**src/rtl/program_loader.sv**
```systemverilog
// Streams a little-endian byte program (16-bit word count header, then words) into
// instruction memory, holding the core in reset until every word has been written.
module program_loader #(
    parameter int unsigned MAX_WORDS = 256,
    parameter int unsigned ADDR_W    = 10
) (
    input  logic              clk,
    input  logic              Reset_n,
    input  logic              byte_valid,
    input  logic [7:0]        byte_data,
    output logic              byte_ready,
    input  logic              load_req,
    output logic              WE_i_mem,
    output logic [31:0]       WD_i_mem,
    output logic [ADDR_W-1:0] imem_addr,
    output logic              core_reset,
    output logic              load_done,
    output logic              load_error
);

    typedef enum logic [2:0] {
        StHdrLo,
        StHdrHi,
        StLoad,
        StDone,
        StError
    } state_t;

    state_t            r_state, w_state_d;
    logic [1:0]        r_byte_cnt, w_byte_cnt_d;
    logic [15:0]       r_word_cnt, w_word_cnt_d;
    logic [15:0]       r_n, w_n_d;
    logic [23:0]       r_buf, w_buf_d;
    logic              r_ready, w_ready_d;
    logic              r_we, w_we_d;
    logic [31:0]       r_wd, w_wd_d;
    logic [ADDR_W-1:0] r_addr, w_addr_d;
    logic              r_core_reset, w_core_reset_d;
    logic              r_done, w_done_d;
    logic              r_error, w_error_d;

    logic              w_accept;
    logic [15:0]       w_n_full;
    logic [17:0]       w_addr_full;

    assign w_accept    = byte_valid & r_ready;
    assign w_n_full    = {byte_data, r_n[7:0]};
    assign w_addr_full = {r_word_cnt, 2'b00};

    always_comb begin
        w_state_d      = r_state;
        w_byte_cnt_d   = r_byte_cnt;
        w_word_cnt_d   = r_word_cnt;
        w_n_d          = r_n;
        w_buf_d        = r_buf;
        w_we_d         = 1'b0;
        w_wd_d         = r_wd;
        w_addr_d       = r_addr;
        w_core_reset_d = r_core_reset;
        w_done_d       = r_done;
        w_error_d      = r_error;

        case (r_state)
            StHdrLo: begin
                if (w_accept) begin
                    w_n_d     = {8'h00, byte_data};
                    w_state_d = StHdrHi;
                end
            end
            StHdrHi: begin
                if (w_accept) begin
                    w_n_d = w_n_full;
                    if (w_n_full == 16'd0) begin
                        w_state_d      = StDone;
                        w_core_reset_d = 1'b0;
                        w_done_d       = 1'b1;
                    end else if (32'(w_n_full) > MAX_WORDS) begin
                        w_state_d = StError;
                        w_error_d = 1'b1;
                    end else begin
                        w_state_d = StLoad;
                    end
                end
            end
            StLoad: begin
                // The final WE cycle is still spent in StLoad; release happens on the edge ending it.
                if (r_word_cnt == r_n) begin
                    w_state_d      = StDone;
                    w_core_reset_d = 1'b0;
                    w_done_d       = 1'b1;
                end else if (w_accept) begin
                    w_byte_cnt_d = r_byte_cnt + 2'd1;
                    case (r_byte_cnt)
                        2'd0: w_buf_d[7:0]   = byte_data;
                        2'd1: w_buf_d[15:8]  = byte_data;
                        2'd2: w_buf_d[23:16] = byte_data;
                        default: begin
                            w_wd_d       = {byte_data, r_buf};
                            w_addr_d     = w_addr_full[ADDR_W-1:0];
                            w_we_d       = 1'b1;
                            w_word_cnt_d = r_word_cnt + 16'd1;
                        end
                    endcase
                end
            end
            StDone, StError: begin
                if (load_req) begin
                    w_state_d      = StHdrLo;
                    w_byte_cnt_d   = 2'd0;
                    w_word_cnt_d   = 16'd0;
                    w_core_reset_d = 1'b1;
                    w_done_d       = 1'b0;
                    w_error_d      = 1'b0;
                end
            end
            default: w_state_d = StHdrLo;
        endcase

        w_ready_d = (w_state_d == StHdrLo) || (w_state_d == StHdrHi) || (w_state_d == StLoad);
    end

    always_ff @(posedge clk or negedge Reset_n) begin
        if (!Reset_n) begin
            r_state      <= StHdrLo;
            r_byte_cnt   <= 2'd0;
            r_word_cnt   <= 16'd0;
            r_n          <= 16'd0;
            r_buf        <= 24'd0;
            r_ready      <= 1'b0;
            r_we         <= 1'b0;
            r_wd         <= 32'd0;
            r_addr       <= '0;
            r_core_reset <= 1'b1;
            r_done       <= 1'b0;
            r_error      <= 1'b0;
        end else begin
            r_state      <= w_state_d;
            r_byte_cnt   <= w_byte_cnt_d;
            r_word_cnt   <= w_word_cnt_d;
            r_n          <= w_n_d;
            r_buf        <= w_buf_d;
            r_ready      <= w_ready_d;
            r_we         <= w_we_d;
            r_wd         <= w_wd_d;
            r_addr       <= w_addr_d;
            r_core_reset <= w_core_reset_d;
            r_done       <= w_done_d;
            r_error      <= w_error_d;
        end
    end

    assign byte_ready = r_ready;
    assign WE_i_mem   = r_we;
    assign WD_i_mem   = r_wd;
    assign imem_addr  = r_addr;
    assign core_reset = r_core_reset;
    assign load_done  = r_done;
    assign load_error = r_error;

endmodule
```
**config.mk**
```make
export PLATFORM = sky130hd
export DESIGN_NAME = program_loader
export DESIGN_NICKNAME = d
export VERILOG_FILES = /design/src/rtl/program_loader.sv
export SDC_FILE = /design/constraint.sdc
export NUM_CORES = 1
export LEC_CHECK = 0
export ABC_AREA = 1
export ABC_CLOCK_PERIOD_IN_PS = 1800
export CAP_MARGIN = 20
export CORE_MARGIN = 5
export CORE_UTILIZATION = 45
export DETAILED_ROUTE_END_ITERATION = 8
export GPL_ROUTABILITY_DRIVEN = 0
export GPL_TIMING_DRIVEN = 0
export PLACE_DENSITY_LB_ADDON = 0.15
export SLEW_MARGIN = 25
export SYNTH_ARGS = -nofsm -noshare
export SYNTH_HDL_FRONTEND = slang
export SYNTH_SLANG_ARGS = --single-unit
```
**constraint.sdc**
```tcl
create_clock -name clk -period 1.8 [get_ports clk]
set_input_delay 0.45 -clock clk [delete_from_list [all_inputs] [get_ports clk]]
set_output_delay 0.45 -clock clk [all_outputs]
set_load 0.01 [all_outputs]
```
# Word-level counts from Yosys, hierarchy flattened
# Cells that the tools add are included.
# Widths: inputs -> output; s select.
[totals] reg_bits=106 wordCells=100 out_inout_bits=47
[classes] order_cmp=1 bitwise_logic=4 n_reduce_logical=22 muxes=37 eq_ne=19 addsub=2
[ops] operator="$mux 16" n=6
[ops] operator="$pmux 16 s2" n=2
[ops] operator="$ne 2x2->1 const B" n=10
[ops] operator="$reduce_and 4->1" n=5
[ops] operator="$mux 3" n=6
[ops] operator="$add 16x1->16 const B" n=1
[ops] operator="$eq 16x16->1" n=1
[ops] operator="$gt 16x9->1 const B" n=1
[ops] operator="$logic_not 16->1" n=1
[ops] operator="$mux 1" n=15
[ops] operator="$reduce_and 5->1" n=3
[ops] operator="$pmux 3 s4" n=1
[ops] operator="$eq 3x2->1 const B" n=3
[ops] operator="$eq 3x1->1 const B" n=2
[ops] operator="$logic_not 3->1" n=2
[ops] operator="$mux 2" n=3
[ops] operator="$pmux 1 s3" n=2
[ops] operator="$reduce_and 3->1" n=2
[ops] operator="$reduce_bool 2->1" n=3
[ops] operator="$pmux 2 s2" n=1
[ops] operator="$eq 3x3->1 const B" n=1
[ops] operator="$not 1->1" n=3
[ops] operator="$reduce_bool 3->1" n=1
[ops] operator="$reduce_or 3->1" n=1
[ops] operator="8 further kinds" n=9

# Depth between registers and ports, before layout
# Gate-level depths: netlist of the first run.
[logic_depth] depth_word=8 depth_mapped=13 ltp_nobuf=11

# Worst setup path before layout of the first run
# Ideal clock, no wire load.
[synth_path] kind="input to register" startpoint="in byte_valid" endpoint="reg r_word_cnt[11]" path_buffers=1 setup_slack_ns=0.164 arrival_time_ns=1.519 stages=10 cell_sequence="nand2_1 -> inv_1 -> nor2_1 -> nor2_2 -> nand2_1 -> inv_2 -> nand3_4 -> buf_4 -> nand2_1 -> nand2_1"
[synth_between] elab_chain_cells=3
[synth_rtl] element="start: declaration" line="9" text="input logic byte_valid,"
[synth_rtl] element="$and 1x1->1" line="46" text="assign w_accept = byte_valid & r_ready;"
[synth_rtl] element="$ne 2x2->1 (no source line)"
[synth_rtl] element="$reduce_and 5->1 (no source line)"
[synth_rtl] element="end signal: assignment" line="139" text="r_word_cnt <= w_word_cnt_d;"
[synth_rtl] element="end: declaration" line="31" text="logic [15:0] r_word_cnt, w_word_cnt_d;"
# Every way passes these cells.
# A chain may end at the register's enable or synchronous reset.

# Worst setup path after layout of the first run
[layout_path] startpoint="reg r_wd[12] (netlist: WD_i_mem[12])" endpoint="out WD_i_mem[12]"
[layout_rtl] element="start: declaration" line="36" text="logic [31:0] r_wd, w_wd_d;"
[layout_rtl] element="start signal: assignment" line="144" text="r_wd <= w_wd_d;"
[layout_rtl] element="end: declaration" line="14" text="output logic [31:0] WD_i_mem,"
# No word-level cell between the ends.

==> reports/metrics.csv, run 1 <==
stage;metric;value;unit
die;die width;117;um
sta;Slew Viols, Final;0;
synth;EDFF count, synth;0;
placement;Final HPWL DP;8.96;mm
drt;drt via density;5.08;
setup_path;CP Data Required Time;1350;ps
synth;Synth area leaders;dfrtp_1 51%, nand2_1 19%, inv_1 4.1%;
cells_and_area;Filler Cell Count;1057;
grt;largest net degree at the start of global routing;70;
setup_path;kind of critical path;register to output pin;
setup_path;critical-path cell list;clkdlybuf4s50_1;
setup_path;CP Max Fanout;2;
die;Die Y;117;um
clock_tree;Clock Root Buffer;clkbuf_16;
setup_path;Critical Path End;WD_i_mem[12];
setup_path;Worst EP arrival;1310;ps
sta;endpoints failing hold;8;
power;leakage power;3.30;nW
synth;#FFs+latches synth;106;
cells_and_area;area delta synth->final;28.8;%
setup_path;worst r2r src;r_word_cnt[0];
setup_path;Setup crit start kind;register;
drt;DR iter-0 viols;311;
drt;total number of vias;4438;
grt;vias in the first global route;4171;
power;Max IR drop VDD;0.645;mV
synth;Distinct cells, synth;34;
setup_path;CP max-delay cell;clkdlybuf4s50_1;
synth;Syn Inst Count;639;
cells_and_area;fraction of layout cells with a size suffix above 1;0.179;
sta;Final min period;1760;ps
synth;Yosys top cell by area;dfrtp_1;
run_status;failing checks;negative hold slack;
synth;post-synth top area share;0.512;
synth;sequential fraction of the synthesis area;0.517;
grt;GRT Overall Usage;0.192;
setup_path;reg2reg setup slack;50;ps
clock_tree;H-tree Lvls;3;
power;Final Power;6.61;mW
run_status;status;finished, violations left;
synth;Synth async-reset ratio;1.00;
flow_run;Max Cap Viol;0;
die;Starting Density;0.454;
sta;unrepaired setup endpoints after global routing;true;
cells_and_area;ANT cells;0;
placement;Post-DP Area;5910;sq um
placement;# port buffers;56;
cells_and_area;final design utilization;0.584;
clock_tree;worst skew pair latency;350;ps
drt;DR pass1 iterations;5;
synth;count leader, synth;nand2_1;
sta;Fin Hold WS;-5.04;ps
drt;DRT antenna net count;0;
clock_tree;CTS tree;yes;
synth;top post-synthesis cells by count;262 x nand2_1, 105 x dfrtp_1, 56 x inv_1;
clock_tree;CTS Hold Bufs;0;
setup_path;r2r endpoint;WD_i_mem[4];
synth;Yosys Warn Count;0;
die;Core ar.;11300;sq um
sta;Final period util;0.980;
setup_path;crit-path max cell delay;560;ps
setup_path;Worst setup EP type;output pin;
grt;antenna violations before repair;0;
sta;Setup Skew;10.8;ps
cells_and_area;fin area;6620;sq um
die;IO Pins;59;
clock_tree;TritonCTS Sinks;106;
sta;setup violation total in the final timing report;0;
setup_path;Crit path max-delay family;buffers and inverters;
die;die area;13700;sq um
power;power density cells;999;nW/um^2
clock_tree;cts bufs inserted;9;
clock_tree;Worst-path clk slew;80;ps
synth;Mean Syn Cell Area;8.04;sq um
grt;first-pass GRT wire length;20.5;mm
setup_path;critical path depth in cells;1;
synth;Top FF cell, synth;dfrtp_1;
die;placement row count;39;
setup_path;crit path buf inv count;1;
synth;cell area after synthesis;5140;sq um
drt;average wire per standard cell;14.8;um
hold_path;Hold WC Path Type;primary input to asynchronous set/reset pin;
setup_path;r2r worst-path depth;12;
setup_path;crit path from;WD_i_mem[12];
sta;Peak Freq;0.567;GHz
drt;Total Wirelength;12.9;mm
drt;DRC Markers;0;
grt;total grt overflow;0;
cells_and_area;fin nets;742;
clock_tree;CTS Buffer Depth;2;
==> worst min path at each step <==
stage	endpoint	slack (ps)
4_1_cts	WD_i_mem[30]	9
3_5_place_dp	WD_i_mem[28]	380
3_3_place_gp	WD_i_mem[13]	460
2_1_floorplan	WD_i_mem[0]	150
6_report	WD_i_mem[30]	-5
5_1_grt	WD_i_mem[30]	20
==> through the flow <==
stage,std cells,TNS (ps),setup WS [ps]
after floorplan,640,0,164
after global placement,839,-413810,-3700
after detailed placement,840,-25350,-586
after CTS,860,0,2.10
after global routing,873,-1350,-56.0
final,873,0,35.9
==> power by group <==
group | switching, mW | internal [mW] | total [mW]
combinational | 1.03 | 0.588 | 1.62
clock | 0.972 | 1.12 | 2.09
sequential | 0.200 | 2.70 | 2.90
total | 2.21 | 4.40 | 6.61
==> kinds of logic after synthesis <==
logic type | count (synthesis) | share of synthesized area
xor+xnor | 7 | 0.0119
other cells | 1 | 0.000730
buf+inv | 85 | 0.0787
compound gates | 61 | 0.0692
fa+ha+maj | 5 | 0.0122
flops | 106 | 0.517
simple gates | 374 | 0.311
==> timing repair <==
item	CTS	global route
endpoints found under the hold margin	0	0
pin swaps	1	11
setup buffers	4	13
cloned	0	2
endpoints found under the setup margin	103	90
gates resized for setup	16	72
==> worst register-to-register path, delay by kind of cell, from the launching register on <==
kind                   cells  cell delay [ps]
flip-flops                 1              440
AND/OR/NAND/NOR            9              720
buffers and inverters      3              490
==> cell type report <==
| class | count | area, sq um | share of cell area |
|---|---|---|---|
| timing repair buffer | 76 | 781 | 0.118 |
| sequential | 106 | 2670 | 0.403 |
| buffer | 20 | 226 | 0.0342 |
| clock buffer | 9 | 225 | 0.0340 |
| multi-input combinational | 449 | 2200 | 0.332 |
| clock inverter | 7 | 92.6 | 0.0140 |
| inverter | 63 | 246 | 0.0373 |
| tap | 143 | 179 | 0.0270 |
==> layer usage <==
layer,vias up,share of wire,global-route usage,wire [um]
li1,2182,-,-,-
met2,132,0.47,0.298,6040
met4,0,0.031,0.0856,403
met5,-,0,0,0
met3,27,0.058,0.0334,751
met1,2097,0.44,0.266,5710
==> flip-flops by register name (all words and copies together), names as in the netlist <==
| signal | count |
|---|---|
| load_done | 1 |
| r_byte_cnt | 2 |
| WE_i_mem | 1 |
| r_n | 16 |
| r_word_cnt | 16 |
| r_buf | 24 |
| imem_addr | 8 |
| core_reset | 1 |
| r_state | 3 |
| WD_i_mem | 32 |
| byte_ready | 1 |
| load_error | 1 |
==> cell usage in the layout, fill, tap and decap left out, drive strengths merged <==
| cell type | count |
|---|---|
| dlymetal6s2s | 1 |
| nand3b | 3 |
| nand4 | 25 |
| nand2 | 264 |
| xnor2 | 1 |
| nand3 | 21 |
| nor2 | 56 |
| dlygate4sd2 | 1 |
| conb | 2 |
| o31ai | 1 |
| a21oi | 1 |
| clkinv | 4 |
| clkdlybuf4s50 | 53 |
| inv | 65 |
| or2 | 2 |
| clkbuf | 11 |
| nor3 | 2 |
| xor2 | 6 |
| dfstp | 1 |
| ha | 5 |
| buf | 39 |
| dfrtp | 105 |
| bufinv | 1 |
| o21ai | 51 |
| o22ai | 8 |
| and2 | 1 |
(Power assumes the default switching activity.)
==> run 2: changes to the inputs <==
Settings changed: CORE_UTILIZATION 45 to 40.
==> run 2 against run 1 <==
The flow now finishes without violations; fmax down 0.25%; wire length up 1.5%; final cell count up 2.9%; clock skew down 3.2 ps; critical path type is now register to register.
==> reports/metrics.csv, run 2 (same netlist as run 1, synthesis figures left out) <==
stage;metric;value;unit
setup_path;worst r2r src;r_word_cnt[2];
hold_path;worst hold stages;2;
placement;pre-CTS WS;-573;ps
cells_and_area;max FFs per register;32;
setup_path;Critical Path Most Common Cell;nand2_4;
grt;GRT busiest layer;met2;
sta;final critical-path setup slack;31.5;ps
drt;average wire per standard cell;14.6;um
drt;drt via density;4.87;
grt;vias in the first global route;4111;
placement;Post-DP Area;5940;sq um
die;Die Y;123;um
cells_and_area;fraction of layout cells with a size suffix above 1;0.171;
cells_and_area;Post-Layout Cell Count;898;
cells_and_area;Filler Cell Count;1253;
sta;Final min period;1770;ps
cells_and_area;ANT cells;0;
drt;total number of vias;4372;
drt;Total Wirelength;13.1;mm
clock_tree;cts bufs inserted;9;
grt;GR Layer Usage met2;0.281;
drt;DRT antenna net count;0;
cells_and_area;commonest non-fill, non-tap cell in the layout;nand2_1;
sta;Fin Hold WS;467;ps
clock_tree;Clock Root Buffer;clkbuf_16;
die;placement row count;41;
sta;setup TNS;0;ps
power;power density cells;964;nW/um^2
grt;antenna violations before repair;0;
power;Final Power;6.37;mW
die;IO Pins;59;
setup_path;CP max-delay cell;dfrtp_1;
die;Core ar.;12600;sq um
flow_run;Max Cap Viol;0;
setup_path;critical-path cell list;buf_6, xor2_1, nor2_1, nand2_1, nor2_4, nand2_4, nand3_4, buf_12, clkbuf_16, nand2_4, o21ai_2;
placement;# port buffers;56;
setup_path;Setup crit start kind;register;
cells_and_area;fin nets;738;
setup_path;crit path from;r_word_cnt[2];
sta;setup violation total in the final timing report;0;
grt;GR Layer Usage met1;0.251;
die;die area;15200;sq um
cells_and_area;area delta synth->final;28.6;%
placement;dpl cells;869;
setup_path;CP Max Fanout;8;
grt;total grt overflow;0;
clock_tree;CTS Buffer Depth;2;
setup_path;CP Data Required Time;2080;ps
cells_and_area;register area;2670;sq um
clock_tree;H-tree Lvls;3;
run_status;status;finished clean;
drt;DR pass1 iterations;7;
power;leakage power;3.23;nW
sta;Slew Viols, Final;0;
die;die width;123;um
cells_and_area;most frequent cells in the layout;244 x nand2_1, 95 x dfrtp_1, 54 x clkdlybuf4s50_1;
drt;DRC Markers;0;
hold_path;HP Start;core_reset;
hold_path;Hold WC Path Type;register to register;
grt;first-pass GRT wire length;21.0;mm
die;Starting Density;0.407;
grt;largest net degree at the start of global routing;77;
cells_and_area;multi-input logic area;2200;sq um
setup_path;r2r worst-path depth;11;
setup_path;kind of critical path;register to register;
setup_path;Worst EP arrival;2050;ps
grt;GRT Overall Usage;0.179;
grt;global routing usage on met3;0.0293;
sta;Final period util;0.982;
sta;Peak Freq;0.565;GHz
cells_and_area;final design utilization;0.523;
setup_path;Worst setup EP type;register;
placement;Final HPWL DP;9.18;mm
sta;unrepaired setup endpoints after global routing;true;
setup_path;crit-path max cell delay;370;ps
sta;Setup Skew;7.64;ps
cells_and_area;fin area;6600;sq um
power;Max IR drop VDD;0.461;mV
clock_tree;worst skew pair latency;350;ps
clock_tree;CTS tree;yes;
drt;DR iter-0 viols;330;
clock_tree;Worst-path clk slew;70;ps
clock_tree;TritonCTS Sinks;106;
sta;endpoints failing hold;0;
==> run 2: cell count changes in the layout (fill, tap and decap cells not counted), moves of 4 or more <==
| cell | previous run | this run |
|---|---|---|
| buf_4 | 19 | 12 |
| o21ai_2 | 14 | 10 |
| o21ai_1 | 2 | 6 |
| nor2_2 | 1 | 5 |
==> run 2: path summary, 6_finish.rpt <==
check	end	slack, ps
worst max-delay path	WD_i_mem[28]	30
worst min-delay path	core_reset	470
worst max register to register	WD_i_mem[28]	30
worst min register to register	core_reset	470
max in group asynchronous	core_reset	550
min in group asynchronous	r_n[3]	550
==> run 2: per-layer routing <==
| layer | vias to the layer above | share of wire |
|---|---|---|
| met5 | - | 0 |
| met3 | 17 | 0.044 |
| met4 | 0 | 0.019 |
| li1 | 2174 | - |
| met1 | 2080 | 0.46 |
| met2 | 101 | 0.48 |
==> run 2: critical path, delay by kind of cell (launching register included) <==
kind / cells / cell delay, ps
buffers and inverters: 3 / 470
AO/OA/AOI/OAI: 1 / 50
XOR/XNOR: 1 / 130
AND/OR/NAND/NOR: 6 / 650
flip-flops: 1 / 370
==> run 2: area by class of cell <==
cell class,count,share of cell area
clock buffer,11,0.0368
tap,172,0.0326
multi-input combinational,450,0.334
buffer,19,0.0324
sequential,106,0.404
clock inverter,5,0.00568
timing repair buffer,72,0.118
inverter,63,0.0373
==> run 2: timing repair <==
item / in CTS / in global routing
pin swaps: 1 / 16
endpoints found under the setup margin: 103 / 102
setup buffers: 2 / 8
endpoints found under the hold margin: 30 / 0
hold buffers: 1 / 0
resized for setup: 16 / 69
cloned: 0 / 5
==> run 2: power by group <==
group | internal, mW | switching (mW) | total [mW]
Clock | 0.985 | 0.889 | 1.87
Combinational | 0.558 | 1.04 | 1.60
Sequential | 2.70 | 0.196 | 2.90
==> run 3: changes to the inputs <==
Settings changed: PLACE_DENSITY_LB_ADDON 0.15 to unset.
==> run 3 against run 2 <==
Combinational power about the same; final cell count shrank 0.78%; highest routed layer unchanged; register-to-register slack better by 30 ps; non-clock buffer count decreased by 6; die area unchanged; core utilization down 1.3 points; critical path type is now primary input to register.
==> reports/metrics.csv, run 3 (same netlist as run 1, synthesis figures left out) <==
stage;metric;value;unit
cells_and_area;Post-Layout Cell Count;891;
flow_run;Max Cap Viol;0;
power;Clock Power Share;0.310;
sta;Final period util;0.970;
placement;dpl cells;869;
cells_and_area;fraction of layout cells with a size suffix above 1;0.143;
drt;drt via density;4.90;
die;Starting Density;0.407;
run_status;status;finished clean;
sta;Final min period;1750;ps
sta;Slew HR;0.604;
power;switching part of the total;0.331;
placement;# port buffers;56;
power;leakage power;3.16;nW
clock_tree;Clock Root Buffer;clkbuf_16;
cells_and_area;max FFs per register;32;
drt;DR pass1 iterations;4;
power;sequential power share;0.441;
drt;DRT antenna net count;0;
drt;DRC Markers;0;
grt;vias in the first global route;4179;
clock_tree;CTS Buffer Depth;2;
sta;setup TNS;0;ps
power;sw power;2.17;mW
die;Core ar.;12600;sq um
sta;Peak Freq;0.573;GHz
sta;endpoints failing hold;0;
drt;average wire per standard cell;14.2;um
power;power density cells;1020;nW/um^2
cells_and_area;commonest non-fill, non-tap cell in the layout;nand2_1;
power;cell-internal power;4.39;mW
power;Final Power;6.56;mW
setup_path;kind of critical path;primary input to register;
grt;first-pass GRT wire length;20.7;mm
sta;Slew Viols, Final;0;
cells_and_area;most frequent cells in the layout;259 x nand2_1, 93 x dfrtp_1, 54 x clkdlybuf4s50_1;
setup_path;Worst setup EP type;register;
clock_tree;Worst-path clk slew;70;ps
drt;total number of vias;4364;
drt;Total Wirelength;12.7;mm
clock_tree;cts bufs inserted;9;
cells_and_area;area delta synth->final;25.4;%
grt;antenna violations before repair;0;
clock_tree;CTS tree;yes;
setup_path;crit-path max cell delay;430;ps
setup_path;CP Data Required Time;2040;ps
drt;DR iter-0 viols;362;
setup_path;CP Max Fanout;7;
power;Logic pwr share;0.248;
die;die width;123;um
setup_path;critical-path cell list;clkdlybuf4s50_1, inv_1, nand2_1, nor2_1, nand2_1, nand2_1, inv_1, o21ai_0, inv_1;
die;IO Pins;59;
sta;setup violation total in the final timing report;0;
cells_and_area;Filler Cell Count;1235;
die;Die Y;123;um
cells_and_area;ANT cells;0;
sta;Worst Tran Pin Value;587;ps
hold_path;Hold WC Path Type;register to register;
setup_path;CP max-delay cell;clkdlybuf4s50_1;
die;die area;15200;sq um
grt;GRT Overall Usage;0.175;
placement;Final HPWL DP;9.18;mm
clock_tree;H-tree Lvls;3;
clock_tree;worst skew pair latency;340;ps
power;Max IR drop VDD;0.414;mV
sta;unrepaired setup endpoints after global routing;true;
grt;largest net degree at the start of global routing;76;
clock_tree;TritonCTS Sinks;106;
setup_path;Setup crit start kind;primary input;
sta;Setup Skew;7.98;ps
grt;total grt overflow;0;
setup_path;Worst EP arrival;1980;ps
die;placement row count;41;
cells_and_area;fin nets;731;
-- run 3: per-layer routing --
layer | vias to the layer above | wire, um | global-route usage
met5 | - | 0 | 0
met4 | 0 | 229 | 0.0657
met3 | 20 | 580 | 0.0256
met2 | 123 | 6050 | 0.286
met1 | 2063 | 5790 | 0.235
li1 | 2158 | - | -
-- run 3: final cells by class --
cell class                      count  area (sq um)  area share
Sequential cell                   106          2670       0.414
Multi-Input combinational cell    449          2140       0.332
Timing Repair Buffer               65           651       0.101
Inverter                           63           246      0.0383
Clock buffer                        9           225      0.0350
Tap cell                          172           215      0.0334
Buffer                             20           209      0.0325
Clock inverter                      7          85.1      0.0132
-- run 3: worst paths after layout --
kind / slack (ps) / depth (start not counted) / endpoint / startpoint
worst max-delay path: 50 / 9 / load_error / byte_data[1]
worst min-delay path: 470 / 2 / core_reset / core_reset
worst max register to register: 60 / 10 / imem_addr[2] / r_word_cnt[2]
worst min register to register: 470 / 2 / core_reset / core_reset
max in group asynchronous: 550 / 3 / core_reset / Reset_n
min in group asynchronous: 550 / 2 / WD_i_mem[29] / Reset_n
-- run 3: power by group through the flow --
stage	logic, mW	registers [mW]	clock network, mW
4_1_cts	1.58	2.89	2.09
6_report	1.63	2.89	2.04
2_1_floorplan	1.05	2.91	0
3_3_place_gp	1.47	2.92	0
5_1_grt	1.87	2.93	2.18
3_5_place_dp	1.53	2.93	0
-- run 3: worst max-delay path, delay by kind of cell --
| family | cells | cell delay (ps) |
|---|---|---|
| AND/OR/NAND/NOR | 4 | 560 |
| AO/OA/AOI/OAI | 1 | 140 |
| buffers and inverters | 4 | 810 |
-- run 3: stage by stage --
step / util / area (sq um) / setup slack [ps] / hold slack, ps
2_1_floorplan: - / 5140 / 164 / 154
3_3_place_gp: 0.469 / 5920 / -3690 / 457
3_5_place_dp: 0.471 / 5940 / -586 / 353
4_1_cts: 0.501 / 6320 / -16.5 / 468
5_1_grt: 0.510 / 6440 / -69.9 / 489
6_report: 0.510 / 6440 / 54.8 / 466
-- run 3: what timing repair did --
action                                  CTS  global route
hold endpoints to repair                 31             0
endpoints found under the setup margin  101            98
buffers inserted                          1             6
pin swaps                                 2             3
gates resized for setup                  19            37
hold buffers                              1             0
